`config.mk`:
```
export PLATFORM = sky130hd
export DESIGN_NAME = proc_control_unit_flat
export DESIGN_NICKNAME = d
export VERILOG_FILES = /design/src/rtl/proc_pkg.sv /design/src/rtl/proc_control_unit_if.sv /design/src/rtl/proc_reg_decoder.sv /design/src/rtl/proc_control_unit.sv /design/src/flat_wrapper.sv
export SDC_FILE = /design/constraint.sdc
export NUM_CORES = 1
export LEC_CHECK = 0
export BUFFER_PORTS_ARGS = -buffer_cell sky130_fd_sc_hd__buf_4
export CAP_MARGIN = 10
export CELL_PAD_IN_SITES_DETAIL_PLACEMENT = 1
export CELL_PAD_IN_SITES_GLOBAL_PLACEMENT = 1
export CORE_MARGIN = 5
export CORE_UTILIZATION = 31
export CTS_CLUSTER_SIZE = 20
export DETAILED_ROUTE_END_ITERATION = 6
export PLACE_DENSITY = 0.78
export SYNTH_ARGS = -nofsm -noshare
export SYNTH_HDL_FRONTEND = slang
export SYNTH_SLANG_ARGS = --single-unit
```
`constraint.sdc`:
```
create_clock -name Clock -period 2 [get_ports Clock]
set_input_delay 0.2 -clock Clock [delete_from_list [all_inputs] [get_ports Clock]]
set_output_delay 0.2 -clock Clock [all_outputs]
set_load 0.005 [all_outputs]
```
`src/rtl/proc_pkg.sv`:
```
// Shared definitions for the multicycle processor control unit:
// opcodes, time-step encoding, IR field positions and the control bundle.
package proc_pkg;

   localparam int IR_OP_MSB = 9;
   localparam int IR_OP_LSB = 6;
   localparam int IR_X_MSB  = 5;
   localparam int IR_X_LSB  = 3;
   localparam int IR_Y_MSB  = 2;
   localparam int IR_Y_LSB  = 0;

   localparam logic [3:0] OP_MV   = 4'b0000;
   localparam logic [3:0] OP_MVI  = 4'b0001;
   localparam logic [3:0] OP_ADD  = 4'b0010;
   localparam logic [3:0] OP_SUB  = 4'b0011;
   localparam logic [3:0] OP_MVNZ = 4'b0110;
   localparam logic [3:0] OP_SLT  = 4'b0111;

   typedef enum logic [2:0] {
      T0 = 3'd0,
      T1 = 3'd1,
      T2 = 3'd2,
      T3 = 3'd3
   } tstep_e;

   // Raw per-cycle decode; register indices are resolved by the decoders.
   typedef struct packed {
      logic irin;
      logic rinEn;
      logic routEn;
      logic routY;
      logic ain;
      logic gin;
      logic gout;
      logic dinOut;
      logic sltOut;
      logic addSub;
      logic done;
   } ctrl_t;

   localparam ctrl_t CTRL_IDLE = '0;

   function automatic logic isAluOp(input logic [3:0] op);
      return (op == OP_ADD) || (op == OP_SUB) || (op == OP_SLT);
   endfunction

endpackage

```
`src/rtl/proc_control_unit_if.sv`:
```
// Bundle between the control unit (master) and the datapath/board (slave):
// IR and flags in, register/ALU/bus controls and status out.
interface proc_control_unit_if #(
   parameter int IR_W     = 10,
   parameter int NUM_REGS = 8,
   parameter int CNT_W    = 16
);

   logic                Run;
   logic [IR_W-1:0]     IR;
   logic                Gnz;
   logic                IRin;
   logic [NUM_REGS-1:0] Rin;
   logic [NUM_REGS-1:0] Rout;
   logic                Ain;
   logic                Gin;
   logic                Gout;
   logic                DINout;
   logic                SltOut;
   logic                AddSub;
   logic                Done;
   logic [2:0]          Tstep;
   logic [CNT_W-1:0]    InstrCount;

   modport master (
      input  Run, IR, Gnz,
      output IRin, Rin, Rout, Ain, Gin, Gout, DINout, SltOut, AddSub,
             Done, Tstep, InstrCount
   );

   modport slave (
      output Run, IR, Gnz,
      input  IRin, Rin, Rout, Ain, Gin, Gout, DINout, SltOut, AddSub,
             Done, Tstep, InstrCount
   );

endinterface

```
`src/rtl/proc_reg_decoder.sv`:
```
// 3-bit register index to one-hot enable vector; all-zero when not enabled.
module proc_reg_decoder #(
   parameter int NUM_REGS = 8
) (
   input  logic [2:0]          idx_i,
   input  logic                en_i,
   output logic [NUM_REGS-1:0] onehot_o
);

   always_comb begin
      onehot_o = '0;
      if (en_i) begin
         onehot_o[idx_i] = 1'b1;
      end
   end

endmodule

```
`src/rtl/proc_control_unit.sv`:
```
// Multicycle control FSM: Tstep is the only state; every control is a
// combinational decode of Tstep, IR, Run and Gnz.
module proc_control_unit
   import proc_pkg::*;
#(
   parameter int IR_W     = 10,
   parameter int NUM_REGS = 8,
   parameter int CNT_W    = 16
) (
   input logic                  Clock,
   input logic                  Resetn,
   proc_control_unit_if.master  bus
);

   tstep_e           step_q, step_d;
   logic [CNT_W-1:0] count_q, count_d;

   logic [IR_W-1:0]  irVal;
   logic [3:0]       opcode;
   logic [2:0]       xIdx;
   logic [2:0]       yIdx;
   logic [2:0]       routIdx;
   ctrl_t            ctrlRaw;
   ctrl_t            ctrl;

   assign irVal   = bus.IR;
   assign opcode  = irVal[IR_OP_MSB:IR_OP_LSB];
   assign xIdx    = irVal[IR_X_MSB:IR_X_LSB];
   assign yIdx    = irVal[IR_Y_MSB:IR_Y_LSB];

   always_comb begin
      step_d  = T0;
      ctrlRaw = CTRL_IDLE;
      case (step_q)
         T0: begin
            if (bus.Run) begin
               ctrlRaw.irin = 1'b1;
               step_d       = T1;
            end
         end
         T1: begin
            if (isAluOp(opcode)) begin
               ctrlRaw.routEn = 1'b1;
               ctrlRaw.ain    = 1'b1;
               step_d         = T2;
            end else begin
               ctrlRaw.done = 1'b1;
               case (opcode)
                  OP_MV: begin
                     ctrlRaw.routEn = 1'b1;
                     ctrlRaw.routY  = 1'b1;
                     ctrlRaw.rinEn  = 1'b1;
                  end
                  OP_MVI: begin
                     ctrlRaw.dinOut = 1'b1;
                     ctrlRaw.rinEn  = 1'b1;
                  end
                  OP_MVNZ: begin
                     ctrlRaw.routEn = bus.Gnz;
                     ctrlRaw.routY  = 1'b1;
                     ctrlRaw.rinEn  = bus.Gnz;
                  end
                  default: ;
               endcase
            end
         end
         T2: begin
            ctrlRaw.routEn = 1'b1;
            ctrlRaw.routY  = 1'b1;
            ctrlRaw.gin    = 1'b1;
            ctrlRaw.addSub = (opcode != OP_ADD);
            step_d         = T3;
         end
         T3: begin
            ctrlRaw.rinEn  = 1'b1;
            ctrlRaw.done   = 1'b1;
            ctrlRaw.sltOut = (opcode == OP_SLT);
            ctrlRaw.gout   = (opcode != OP_SLT);
         end
         // Unreachable encodings fall back to T0 with every control low.
         default: ;
      endcase
   end

   // Controls stay low while Resetn is held even if Run is already high.
   always_comb begin
      ctrl    = Resetn ? ctrlRaw : CTRL_IDLE;
      routIdx = ctrl.routY ? yIdx : xIdx;
      count_d = ctrl.done ? count_q + CNT_W'(1) : count_q;
   end

   always_ff @(posedge Clock or negedge Resetn) begin
      if (!Resetn) begin
         step_q  <= T0;
         count_q <= '0;
      end else begin
         step_q  <= step_d;
         count_q <= count_d;
      end
   end

   proc_reg_decoder #(.NUM_REGS(NUM_REGS)) uRinDec (
      .idx_i    (xIdx),
      .en_i     (ctrl.rinEn),
      .onehot_o (bus.Rin)
   );

   proc_reg_decoder #(.NUM_REGS(NUM_REGS)) uRoutDec (
      .idx_i    (routIdx),
      .en_i     (ctrl.routEn),
      .onehot_o (bus.Rout)
   );

   assign bus.IRin       = ctrl.irin;
   assign bus.Ain        = ctrl.ain;
   assign bus.Gin        = ctrl.gin;
   assign bus.Gout       = ctrl.gout;
   assign bus.DINout     = ctrl.dinOut;
   assign bus.SltOut     = ctrl.sltOut;
   assign bus.AddSub     = ctrl.addSub;
   assign bus.Done       = ctrl.done;
   assign bus.Tstep      = step_q;
   assign bus.InstrCount = count_q;

endmodule
```
`src/flat_wrapper.sv`:
```
// flat-port wrapper written by rule: the top's interface ports become plain ports
module proc_control_unit_flat import proc_pkg::*;
#(
   parameter int IR_W     = 10,
   parameter int NUM_REGS = 8,
   parameter int CNT_W    = 16
)
  (Clock, Resetn, bus_Run, bus_IR, bus_Gnz, bus_IRin, bus_Rin, bus_Rout, bus_Ain, bus_Gin, bus_Gout, bus_DINout, bus_SltOut, bus_AddSub, bus_Done, bus_Tstep, bus_InstrCount);
  proc_control_unit_if #(.IR_W(IR_W), .NUM_REGS(NUM_REGS), .CNT_W(CNT_W)) bus_i ();
  input logic Clock;
  input logic Resetn;
  input wire logic [$bits(bus_i.Run)-1:0] bus_Run;
  input wire logic [$bits(bus_i.IR)-1:0] bus_IR;
  input wire logic [$bits(bus_i.Gnz)-1:0] bus_Gnz;
  output wire logic [$bits(bus_i.IRin)-1:0] bus_IRin;
  output wire logic [$bits(bus_i.Rin)-1:0] bus_Rin;
  output wire logic [$bits(bus_i.Rout)-1:0] bus_Rout;
  output wire logic [$bits(bus_i.Ain)-1:0] bus_Ain;
  output wire logic [$bits(bus_i.Gin)-1:0] bus_Gin;
  output wire logic [$bits(bus_i.Gout)-1:0] bus_Gout;
  output wire logic [$bits(bus_i.DINout)-1:0] bus_DINout;
  output wire logic [$bits(bus_i.SltOut)-1:0] bus_SltOut;
  output wire logic [$bits(bus_i.AddSub)-1:0] bus_AddSub;
  output wire logic [$bits(bus_i.Done)-1:0] bus_Done;
  output wire logic [$bits(bus_i.Tstep)-1:0] bus_Tstep;
  output wire logic [$bits(bus_i.InstrCount)-1:0] bus_InstrCount;
  assign bus_i.Run = bus_Run;
  assign bus_i.IR = bus_IR;
  assign bus_i.Gnz = bus_Gnz;
  assign bus_IRin = bus_i.IRin;
  assign bus_Rin = bus_i.Rin;
  assign bus_Rout = bus_i.Rout;
  assign bus_Ain = bus_i.Ain;
  assign bus_Gin = bus_i.Gin;
  assign bus_Gout = bus_i.Gout;
  assign bus_DINout = bus_i.DINout;
  assign bus_SltOut = bus_i.SltOut;
  assign bus_AddSub = bus_i.AddSub;
  assign bus_Done = bus_i.Done;
  assign bus_Tstep = bus_i.Tstep;
  assign bus_InstrCount = bus_i.InstrCount;
  proc_control_unit #(.IR_W(IR_W), .NUM_REGS(NUM_REGS), .CNT_W(CNT_W)) u_core (.Clock(Clock), .Resetn(Resetn), .bus(bus_i));
endmodule
```
==> summary by stage, run 1 <==
Final layout
The area growth from synthesis to layout is 58.0%. Leaving out fill and tap cells, the most frequent cells in the layout are sky130_fd_sc_hd__buf_4 (62), sky130_fd_sc_hd__dfrtp_1 (18), sky130_fd_sc_hd__xnor2_1 (15), sky130_fd_sc_hd__nand2_1 (10), sky130_fd_sc_hd__a21oi_2 (8). Leaving out fill and tap cells, the most frequent cell in the layout is sky130_fd_sc_hd__buf_4.

The fraction of layout cells with a size suffix above 1 is 52.6%. The number of diodes added for antenna fixing is 0. For this run, the post-layout net count is ~230. Excluding fillers, the count of instances in the completed layout stands at between 200 and 300.

CTS
TritonCTS built the clock tree. The root buffer cell is sky130_fd_sc_hd__clkbuf_8. In this run the number of H-tree levels came out at 1.

TritonCTS created 3 clock buffers. The CTS clock-pin slew for the worst setup and hold paths is about 0.07 ns. The count of clock tree sinks is 18. The clock insertion delay at the later pin of the skew report is around 0.26 ns. No sink is reached through more buffers than the 2 on the longest clock path.

Power
The power density relative to cell area is about 800 nW/µm². Sequential cells burn 30.3% of the power. The static power due to leakage is 0.929 nW. Internal power comes to about 1.0 mW. Of the total power, combinational logic draws between 50 and 60%. Net switching is between 30% and 40% of the power. The reported net switching power is 680 µW. Per report_power, the clock group accounts for between 10% and 20% of the total. The worst voltage drop across the vdd grid is around 440 µV.

Worst setup path
The signal on the critical path passes through ha_4, nor3b_4, a21oi_4, or4b_4, a21oi_2, buf_4. The critical path is of the reg -> out type. Among all stages on the critical path, the largest delay is contributed by sky130_fd_sc_hd__or4b_4. The worst setup path is launched from a register. In this design, the stage delay of the slowest critical-path cell is ~0.58 ns. The arrival time at the worst endpoint is roughly 2.1 ns. Data on the critical path is required at its endpoint by 1.80 ns. The category of the worst setup path capture point is an output pin. Of all nets on the critical path, the largest fanout is 8.

Yosys
The net count of the mapped netlist is 170. For this run, the leading register cell type out of synthesis is sky130_fd_sc_hd__dfrtp_1. Counting flops and latches in the post-synthesis netlist gives 18. The average cell area after synthesis is 8.99 µm².

After synthesis the cells add up to between 1000 and 1500 µm². The share of Yosys cell area claimed by the top area cell type is roughly a third. sky130_fd_sc_hd__dfrtp_1 takes more of the synthesized area than any other cell. The proportion of synthesized chip area in sequential cells is 33.2%.

Counting flops with a built-in enable in the synthesized netlist gives 0. By area the synthesized netlist is led by sky130_fd_sc_hd__dfrtp_1 (33%), sky130_fd_sc_hd__xnor2_1 (9.7%), sky130_fd_sc_hd__ha_1 (4.6%). Synthesis produced a netlist whose cell count is approximately 150. The number of warning messages in the yosys log is 0. The share of synthesized flip-flops with an asynchronous set or reset is 100%. The post-synthesis cell type count is between 40 and 50.

Drt
The routed layout has approximately 1,400 vias. The average detailed-routed wire length per instance is 17.9 µm. In the routed design, unresolved DRC markers number 0. The final antenna-violating net count is 0.

The via-per-instance ratio is 5.31. Before antenna repair, the detailed router went through 4 iterations. Wires add up to 4750 µm. The number of DRC violations after detailed-routing iteration 0 is 84.

STA
The number of hold-slack violations in the final timing report was 0. The final count of pins violating max slew is 0. After layout, the worst setup slack is -0.274 ns.

Headroom to the max-slew limit came out at roughly 67%. For the pin with the worst max-slew slack, the measured transition is about 0.5 ns. The minimum clock period after layout is ~2.3 ns.

The final setup skew is between 0.006 and 0.007 ns. Setup repair after global routing could not meet its margin everywhere. Of the available clock period, the critical path in the final layout requires 114%.

The maximum clock rate is roughly 0.44 GHz. The final-report setup violation count is 11.

Floorplanning
Once the floorplan was initialized, standard cells occupied 31.6% of the core. The die is between 70 and 80 µm wide. In this run the vertical extent of the chip is roughly 76 µm. The total number of placement rows is 24. During I/O placement, the number of pins put on the boundary was 57. The total die area is a little under 6000 µm². After floorplanning, the core was sized to cover ~4300 µm².

GRT
The pin count of the biggest net entering global routing is 21. The number of antenna violations at the first check in global routing came to 0. The total overflow reported by the global router is 0. Global routing used between 10% and 20% of the available tracks. The via count of the first global-routing pass is 1,452. The first global-routing pass estimated between 7000 and 8000 µm of wire.

Placement
The final estimated routing congestion in global placement is approximately 0.73. The worst slack at placement is -0.0147 ns. Including well taps, the total number of placed cells is 259. Input and output buffers added on the ports amount to 55. The wire-length estimate of the detail-placed layout is approximately 3200 µm.

Status
The checks that failed: negative setup slack. The flow ran to the end, but the final reports show violations.

Flow run
The tool flagged a number of max-cap violations equal to 0.

Min path
In this run the worst hold path is classified as in -> async.
[worst max-delay path: cells and delay by family, from the launching register on]
family                     cells  cell delay, ns
adders and majority gates      1            0.16
DFF                            1            0.44
buffers and inverters          1            0.13
and+or+nand+nor                2            0.81
AOI/OAI and AO/OA              2            0.27
[metrics by stage]
stage | util (%) | power, mW | hold WS, ns | cell area (µm²) | setup TNS (ns)
after floorplan | - | 0.886 | -0.0956 | 1360 | 0
after global placement | 43.1 | 1.22 | 0.0101 | 1850 | 0
after detailed placement | 43.1 | 1.24 | 0.00946 | 1850 | -0.0192
after CTS | 47.7 | 1.64 | 0.223 | 2050 | -1.75
after global routing | 49.9 | 1.85 | 0.0116 | 2140 | -3.30
final | 49.9 | 1.72 | 0.0101 | 2140 | -1.87
[cells in the mapped netlist (all sizes together), types with 2 or more instances]
cell and count:
a21oi 11, and2 7, and2b 2, and3 6, and4 2, buf 5
clkbuf 2, dfrtp 18, ha 5, inv 5, nand2 11, nand2b 2
nand3 3, nor2 7, nor2b 2, nor3 3, nor3b 3, nor4 2
o2111ai 6, o211ai 4, o21ai 11, or4b 2, xnor2 16
[layout make-up]
class / count / area, µm²
well taps: 52 / 65.1
fillers: 509 / 2150
repair buffers: 65 / 504
inverters: 5 / 18.8
flip-flops and latches: 18 / 450
clock buffers: 4 / 55.1
multi-input cells: 121 / 1050
[sequential cells by signal (all words and copies together), names as in the netlist]
name / cells
u_core.bus.InstrCount: 16
u_core.bus.Tstep: 2
[cells by family (layout without fill, tap and decap cells)]
family,Yosys count,in the layout,share of synthesized area [%]
adders and majority gates,5,5,4.61
AOI/OAI and AO/OA,40,40,19.7
buffers and inverters,12,74,4.61
other,1,1,0.276
DFF,18,18,33.2
muxes,1,1,0.829
and+or+nand+nor,58,58,25.9
xor gates and xnor gates,16,16,10.9
[metal layers]
layer	vias to the layer above	part of all wire, %	global-route usage (%)
met3	10	3.4	3.19
met4	0	2.4	3.50
met5	-	0	0
li1	671	-	-
met2	34	52	24.8
met1	693	42	19.1
[power by group through the flow]
stage          logic, mW  clock network, mW  registers [mW]
2_1_floorplan      0.361                  0           0.525
3_3_place_gp       0.699                  0           0.518
3_5_place_dp       0.718                  0           0.521
4_1_cts            0.805              0.313           0.524
5_1_grt            0.976              0.337           0.538
6_report           0.893              0.305           0.521
[worst paths after layout]
kind / startpoint / endpoint / slack (ns) / cells after the start
max: u_core.bus.Tstep[0] / bus_Rout[5] / -0.27 / 6
min: Resetn / u_core.bus.Tstep[1] / 0.01 / 2
max reg2reg: u_core.bus.Tstep[0] / u_core.bus.InstrCount[14] / 0.18 / 6
min reg2reg: u_core.bus.InstrCount[15] / u_core.bus.InstrCount[15] / 0.48 / 1
max in group asynchronous: Resetn / u_core.bus.InstrCount[2] / 1.59 / 3
min in group Clock: bus_Run / u_core.bus.Tstep[0] / 0.21 / 3
[timing repair]
item,in CTS,in global routing
resized for setup,26,22
buffers inserted,1,0
pin swaps,8,5
hold buffers,1,0
setup endpoints to repair,16,28
hold endpoints to repair,18,0
Power figures use the tool's default switching activity.
==> run 2: changes to the inputs <==
--- a/config.mk
+++ b/config.mk
@@ -10,10 +10,10 @@
 export CELL_PAD_IN_SITES_DETAIL_PLACEMENT = 1
 export CELL_PAD_IN_SITES_GLOBAL_PLACEMENT = 1
 export CORE_MARGIN = 5
-export CORE_UTILIZATION = 31
+export CORE_UTILIZATION = 37
 export CTS_CLUSTER_SIZE = 20
 export DETAILED_ROUTE_END_ITERATION = 6
-export PLACE_DENSITY = 0.78
+export PLACE_DENSITY = 0.87
 export SYNTH_ARGS = -nofsm -noshare
 export SYNTH_HDL_FRONTEND = slang
 export SYNTH_SLANG_ARGS = --single-unit
==> constraint.sdc (replaced) <==
create_clock -name Clock -period 2.7 [get_ports Clock]
set_input_delay 0.27 -clock Clock [delete_from_list [all_inputs] [get_ports Clock]]
set_output_delay 0.27 -clock Clock [all_outputs]
set_load 0.005 [all_outputs]
==> summary by stage, run 2 (synthesized netlist as in run 1, its figures left out) <==
CTS
The number of clock buffers added by TritonCTS is 3. The clock insertion delay at the later pin of the skew report is 0.26 ns. The depth of the CTS H-tree is 1. Clock-pin slew was measured on the worst setup and hold paths at roughly 0.06 ns. TritonCTS built the clock tree. The clock passes through at most 2 buffers. The count of clock tree sinks is 18. The root buffer cell is sky130_fd_sc_hd__clkbuf_8.

GRT
Entering global routing, the biggest net connects 28 pins. Summed over all layers, the global routing overflow is 0. The first global-routing pass estimated between 6000 and 7000 µm of wire. The global-route usage over all layers is ~17%. The via count of the first global-routing pass is approximately 1,400. The number of antenna violations at the first check in global routing is 0.

Worst setup path
The worst setup path is of the reg -> out kind. The category of the worst setup path capture point is an output pin. The setup check on the worst reg-to-reg path leaves a slack of slightly below 0.9 ns. Tracing the worst setup path back leads to its startpoint at u_core.bus.Tstep[1].

The capture point of the worst path is bus_Rout[4]. Of all nets on the critical path, the largest fanout is 8. Data arrives at the worst endpoint at 2.28 ns.

The worst register-to-register path ends at u_core.bus.InstrCount[1]. STA classifies the critical path startpoint as a register. Measured in cells, the most critical reg-to-reg path has a length of 4. In this run the critical register-to-register path is launched from u_core.bus.Tstep[0]. Data on the critical path is required at its endpoint by roughly 2.4 ns.

Power
The power density relative to cell area is ~570 nW/µm². The worst voltage drop across the vdd grid is about 380 µV. The static power due to leakage is approximately 0.84 nW.

Flow run
The count of maximum capacitance violations is 0.

Drt
After detailed routing, the number of remaining DRC violations is 0. The via-per-instance ratio is between 5 and 6. In this run, the number of DRC markers left after iteration 0 of detailed routing was 51.

The number of optimization iterations in the first detailed-route pass is 4. The final antenna-violating net count is 0. The routed layout has 1,368 vias.

The average detailed-routed wire length per instance is between 15 and 20 µm. The final layout contains routed wiring with a total length of between 4000 and 5000 µm.

STA
The final count of pins violating max slew is 0. The final-report setup violation count is 0. Clock skew on the completed layout was measured at 0.00605 ns.

The number of hold-slack violations in the final timing report is 0. For this run, the top clock speed supported by timing is about 0.4 GHz. Adding up every negative setup slack in the final design gives 0 ns. At the pin with the least slew margin, the transition time is roughly 0.54 ns. The remaining max-slew budget at the tightest pin is between 60 and 70%. The final critical-path share of the clock period is a little over nine tenths.

The minimum clock period after layout is roughly 2.5 ns. Setup repair after global routing left no endpoint under its margin.

Placement
The count of placed standard cells including taps is between 200 and 250. The post-detailed-placement half-perimeter wirelength is between 3000 and 4000 µm. In this run the tool buffered the top-level ports with between 50 and 60 buffer cells. Routability-driven placement finished with a final weighted congestion of around 0.86.

Floorplanning
For this design the top-level I/O count stands at 57. The vertical die dimension is 70.6 µm. The overall die width is around 71 µm. The total number of placement rows is 22.

The initial core utilization is between 30% and 40%. The placeable core area is roughly 3600 µm². The floorplan step defined a die boundary enclosing 4980 µm².

Status
The run finished with clean final reports.

Final layout
The register area is roughly 450 µm². The number of diodes added for antenna fixing is 0. The area growth from synthesis to layout is 37.2%.

The net count reported at finish is approximately 230. The fraction of layout cells with a size suffix above 1 is a little over a third. The number of inserted filler cells in the final layout is between 400 and 500. The register with the most flip-flops in the layout has 16 of them.

The most common cell after layout, fill and taps aside is sky130_fd_sc_hd__buf_4. In the layout the commonest cells are sky130_fd_sc_hd__buf_4 (55), sky130_fd_sc_hd__dfrtp_1 (17), sky130_fd_sc_hd__xnor2_1 (15), sky130_fd_sc_hd__nand2_1 (11), sky130_fd_sc_hd__a21oi_1 (8). The number of standard cells in the final layout excluding fillers is between 200 and 300. The area of the multi-input gates is around 860 µm².

Min path
The classification of the worst-slack hold path is in -> reg.
==> run 2: changes by cell type in the layout (fill, tap and decap cells not counted), sizes merged <==
cell / before / now
clkbuf: 4 / 3
buf: 64 / 56
dlygate4sd3: 0 / 1
dlymetal6s4s: 1 / 0
==> run 2: report_power, final <==
part           total (mW)  internal [mW]  switching, mW  leakage (nW)
Combinational       0.486          0.233          0.252         0.574
Clock               0.186         0.0992         0.0872        0.0216
Sequential          0.397          0.324         0.0732         0.240
==> run 2: how the worst min path moves through the flow <==
stage / to / start / slack, ns / cells past startpoint
2_1_floorplan: u_core.bus.InstrCount[0] / Resetn / -0.03 / 0
3_3_place_gp: u_core.bus.InstrCount[15] / Resetn / 0.18 / 1
3_5_place_dp: u_core.bus.InstrCount[14] / Resetn / 0.19 / 1
4_1_cts: u_core.bus.Tstep[0] / bus_Run / 0.31 / 3
5_1_grt: u_core.bus.Tstep[0] / bus_Run / 0.35 / 3
6_report: u_core.bus.Tstep[0] / bus_Run / 0.31 / 3
==> run 2: metal layers <==
layer  wire (µm)  GRT usage, %  vias up
li1            -             -      649
met1        1720          19.4      668
met2        2120          30.6       44
met3         227          2.56        7
met4          74          6.05        0
met5           0             0        -
==> run 2: cell type report <==
cell class	count	area share [%]
Timing Repair Buffer	57	23.3
Clock buffer	3	2.22
Tap cell	48	3.22
Inverter	5	1.01
Sequential cell	18	24.2
Multi-Input combinational cell	121	46.0
==> run 2: per-stage QoR <==
stage	setup slack (ns)	area (µm²)	total power, mW	utilization, %	hold slack [ns]
floorplan	0.685	1360	0.656	-	-0.0256
global placement	0.551	1790	0.850	49.8	0.184
detailed placement	0.431	1790	0.880	49.8	0.190
CTS	0.0409	1850	1.07	51.2	0.305
global route	0.00465	1860	1.15	51.7	0.350
finish	0.151	1860	1.07	51.7	0.311
==> run 2: critical path, cell delays in order (launching register included) <==
cell                      delay, ns
sky130_fd_sc_hd__dfrtp_2       0.44
sky130_fd_sc_hd__inv_1         0.09
sky130_fd_sc_hd__ha_2          0.22
sky130_fd_sc_hd__nor3b_4       0.22
sky130_fd_sc_hd__a21oi_2       0.13
sky130_fd_sc_hd__or4b_1        0.59
sky130_fd_sc_hd__a21oi_1       0.21
sky130_fd_sc_hd__buf_4         0.14
==> run 2: repair_timing <==
| action | 4_1_cts | 5_1_grt |
|---|---|---|
| setup buffers | 0 | 0 |
| hold buffers | 1 | 0 |
| endpoints found under the hold margin | 18 | 0 |
| setup endpoints to repair | 0 | 8 |
| resized for setup | 0 | 5 |
==> run 3: changes to the inputs <==
--- a/config.mk
+++ b/config.mk
@@ -5,15 +5,17 @@
 export SDC_FILE = /design/constraint.sdc
 export NUM_CORES = 1
 export LEC_CHECK = 0
+export ABC_AREA = 1
 export BUFFER_PORTS_ARGS = -buffer_cell sky130_fd_sc_hd__buf_4
 export CAP_MARGIN = 10
 export CELL_PAD_IN_SITES_DETAIL_PLACEMENT = 1
 export CELL_PAD_IN_SITES_GLOBAL_PLACEMENT = 1
 export CORE_MARGIN = 5
-export CORE_UTILIZATION = 37
+export CORE_UTILIZATION = 36
 export CTS_CLUSTER_SIZE = 20
 export DETAILED_ROUTE_END_ITERATION = 6
-export PLACE_DENSITY = 0.87
+export PLACE_DENSITY = 0.88
 export SYNTH_ARGS = -nofsm -noshare
 export SYNTH_HDL_FRONTEND = slang
+export SYNTH_HIERARCHICAL = 1
 export SYNTH_SLANG_ARGS = --single-unit
==> summary by stage, run 3 <==
STA
The number of hold-slack violations in the final timing report is 0. The routed design could run at a clock period as short as around 2.4 ns. After layout, the worst path uses roughly 90% of the clock period. Setup repair after global routing left no endpoint under its margin.

The final setup skew is ~0.005 ns. The final count of pins violating max slew is 0. For the final routed database, the setup TNS stands at 0 ns. The final-report setup violation count is 0.

The maximum clock rate is about 0.42 GHz.

Yosys
The cell area after technology mapping is between 1500 and 2000 µm². After synthesis, the cell types taking the most area are sky130_fd_sc_hd__dfrtp_1 (30%), sky130_fd_sc_hd__nand2_1 (22%), sky130_fd_sc_hd__inv_1 (7.9%). The cell with the most instances after synthesis is sky130_fd_sc_hd__nand2_1. Yosys mapped the design onto 26 distinct sky130hd cell types. The share of Yosys cell area claimed by the top area cell type is slightly below 30%. During synthesis, Yosys emitted a total of 6 warnings.

The average cell area after synthesis is ~6.4 µm². The share of synthesized flip-flops with an asynchronous set or reset is 100%. The number of enable flip-flop cells after synthesis is 0. Synthesis produced a netlist with a net count of around 260. The synthesized design contains 18 register bits. After synthesis, flip-flops and latches occupy 29.7% of the total area.

The post-synthesis cell count is ~240. The synthesized design spends more area on one cell type than any other, namely sky130_fd_sc_hd__dfrtp_1. By count the netlist is led by sky130_fd_sc_hd__nand2_1 (90), sky130_fd_sc_hd__inv_1 (32), sky130_fd_sc_hd__nor2_1 (30). For this run, the leading register cell type out of synthesis is sky130_fd_sc_hd__dfrtp_1.

CTS
In this run the number of H-tree levels came out at 1. The hold-fix buffer count after cts is 0. The number of buffers added by the clock tree synthesis step is 3.

The clock net in this run drives a total of 18 sinks. The CTS clock-pin slew for the worst setup and hold paths is approximately 0.07 ns. The root buffer cell is sky130_fd_sc_hd__clkbuf_8.

The number of setup buffers added after CTS is 0. The clock tree buffer depth is 2. The clock insertion delay at the later pin of the skew report is approximately 0.26 ns.

The CTS tree is done. Gates resized during post-CTS repair numbered 0.

Final layout
The post-route netlist has ~28% of its cells at a drive strength greater than 1. The register with the most flip-flops in the layout has 16 of them. In the layout the commonest cells are sky130_fd_sc_hd__nand2_1 (90), sky130_fd_sc_hd__buf_4 (56), sky130_fd_sc_hd__inv_1 (32), sky130_fd_sc_hd__nor2_1 (30), sky130_fd_sc_hd__dfrtp_1 (18). The final standard cell area without fillers is ~2000 µm².

The area growth from synthesis to layout is 33.5%. At the end of the flow, the number of nets in the layout was 314. Leaving out fill and tap cells, the most frequent cell in the layout is sky130_fd_sc_hd__nand2_1. The repair_antennas step left the layout with diodes totalling 0. The number of standard cells in the final layout excluding fillers is 344. Fill cells in the final layout number about 570.

Drt
The final antenna-violating net count is 0. The via-per-instance ratio is between 4 and 5. The post-route DRC violation count is 0. Summed over all layers, the routed wires come to 4760 µm. The number of optimization iterations in the first detailed-route pass is 4. The detailed-routed wire length on met3 is between 200 and 250 µm. The met1 routed wirelength after detailed routing is between 2000 and 2500 µm.

The first routing iteration left 53 violations. After detailed routing, the average wire length per cell comes to between 10 and 15 µm. Summing over every cut layer, the via total after detailed routing is around 1,700. The highest layer used for signal routing is met4.

Summed over all nets, wire length on met2 after detailed routing comes to approximately 2400 µm.

GRT
The via count of the first global-routing pass is between 1,500 and 2,000. The total overflow reported by the global router is 0. The global-route wire length before repair is between 7000 and 8000 µm. The global-route usage over all layers is 17.8%. The number of antenna violations at the first check in global routing is 0. The pin count of the biggest net entering global routing is 26.

Power
The power density relative to cell area is roughly 600 nW/µm². The worst voltage drop across the vdd grid is between 400 and 500 µV. The static power due to leakage is ~1.1 nW.

Floorplanning
From left edge to right edge, the die measures approximately 75 µm. The vertical die dimension is ~75 µm. The I/O pin count is 57. The core region is roughly 4000 µm².

After floorplanning, the core was divided into 23 placement rows. The initial core utilization is a little under two fifths. The die covers around 5600 µm².

Worst setup path
The number of buffers and inverters on the critical path is 3. The cell with the largest stage delay on the worst path is sky130_fd_sc_hd__dfrtp_1. STA classifies the critical path endpoint as an output pin. The cell class contributing the biggest share of worst-path delay is simple AND/OR/NAND/NOR gates. The largest driver fanout on the critical path is 25. Walking the worst path, the cells encountered are inv_1, ha_1, nand4_2, nand2_4, o31ai_1, inv_2, nand2_1, nor2_1, buf_4.

The largest single stage delay on the critical path is approximately 0.46 ns. The type of the setup path with the least slack is reg -> out. The arrival time at the worst endpoint is between 2 and 2.5 ns. The worst setup path is launched from a register.

The worst endpoint required time is around 2.4 ns.

Placement
The count of placed standard cells including taps is 340. In this run the cell area measured after placement is slightly below 2000 µm². The count of buffers added on input and output ports is 55. The post-detailed-placement half-perimeter wirelength is roughly 3800 µm. The final estimated routing congestion in global placement is roughly 0.85.

Flow run
The count of maximum capacitance violations is 0.

Status
The run finished with clean final reports.

Min path
The classification of the worst-slack hold path is in -> async.
[run 3: changes by cell type in the layout (fill, tap and decap cells not counted), moves of 6 or more]
cell | before | now
sky130_fd_sc_hd__nand2_1 | 11 | 90
sky130_fd_sc_hd__inv_1 | 5 | 32
sky130_fd_sc_hd__nor2_1 | 7 | 30
sky130_fd_sc_hd__xnor2_1 | 15 | 2
sky130_fd_sc_hd__and2_1 | 7 | 0
sky130_fd_sc_hd__nand3_1 | 3 | 10
sky130_fd_sc_hd__and3_1 | 6 | 0
sky130_fd_sc_hd__nand2_2 | 0 | 6
sky130_fd_sc_hd__o2111ai_1 | 6 | 0
sky130_fd_sc_hd__o21ai_0 | 7 | 1
sky130_fd_sc_hd__xor2_1 | 0 | 6
[run 3: cells by family (layout without fill, tap and decap cells)]
logic type	count (synthesis)	after routing	synth area share [%]
flip-flops	18	18	29.7
AO/OA/AOI/OAI	13	13	6.03
adder cells (fa/ha/maj)	5	5	4.13
AND/OR/NAND/NOR	154	154	44.6
XOR/XNOR	8	8	4.62
other	1	1	0.247
buffers and inverters	38	95	10.7
[run 3: routing by layer]
layer | up-vias | GRT usage (%)
met5 | - | 0
met4 | 0 | 6.13
met3 | 10 | 3.20
met2 | 45 | 31.1
met1 | 787 | 22.0
li1 | 838 | -
[run 3: worst paths after layout]
check | endpoint | slack [ns] | cells after the start | start
max in group asynchronous | u_core/bus.Tstep[1] | 2.47 | 2 | Resetn
min reg2reg | u_core/bus.InstrCount[0] | 0.54 | 1 | u_core/bus.InstrCount[0]
max | bus_Rin[2] | 0.32 | 9 | u_core/bus.Tstep[1]
min in group Clock | u_core/bus.Tstep[0] | 0.29 | 3 | bus_Run
min | u_core/bus.InstrCount[10] | 0.007 | 2 | Resetn
max reg2reg | u_core/bus.InstrCount[1] | 1.00 | 7 | u_core/bus.Tstep[1]
[run 3: area by class of cell]
type / instances / area [µm²] / area share (%)
clock buffers: 4 / 55.1 / 2.72
inverters: 35 / 131 / 6.49
multi-input cells: 181 / 903 / 44.7
flip-flops and latches: 18 / 450 / 22.3
well taps: 50 / 62.6 / 3.09
repair buffers: 56 / 420 / 20.8
[run 3: worst reg2reg max path: stages (launching register included)]
cell	delay [ns]
sky130_fd_sc_hd__dfrtp_1	0.46
sky130_fd_sc_hd__inv_1	0.11
sky130_fd_sc_hd__ha_1	0.24
sky130_fd_sc_hd__nand4_2	0.14
sky130_fd_sc_hd__nand2_4	0.29
sky130_fd_sc_hd__inv_2	0.18
sky130_fd_sc_hd__nand2_1	0.12
sky130_fd_sc_hd__nand2_1	0.06
[run 3: stage by stage]
step	util, %	total power, mW	setup slack, ns	hold slack, ns
6_report	50.2	1.22	0.322	0.00672
5_1_grt	50.2	1.32	0.123	0.0238
4_1_cts	50.2	1.24	0.314	0.00924
3_5_place_dp	48.9	0.998	0.607	0.299
3_3_place_gp	48.9	0.968	0.759	0.300
2_1_floorplan	-	0.758	1.01	-0.0256
[run 3: power by group]
group          internal (mW)  switching (mW)
logic                  0.235           0.332
clock network          0.130          0.0946
registers              0.331          0.0972
total                  0.695           0.524
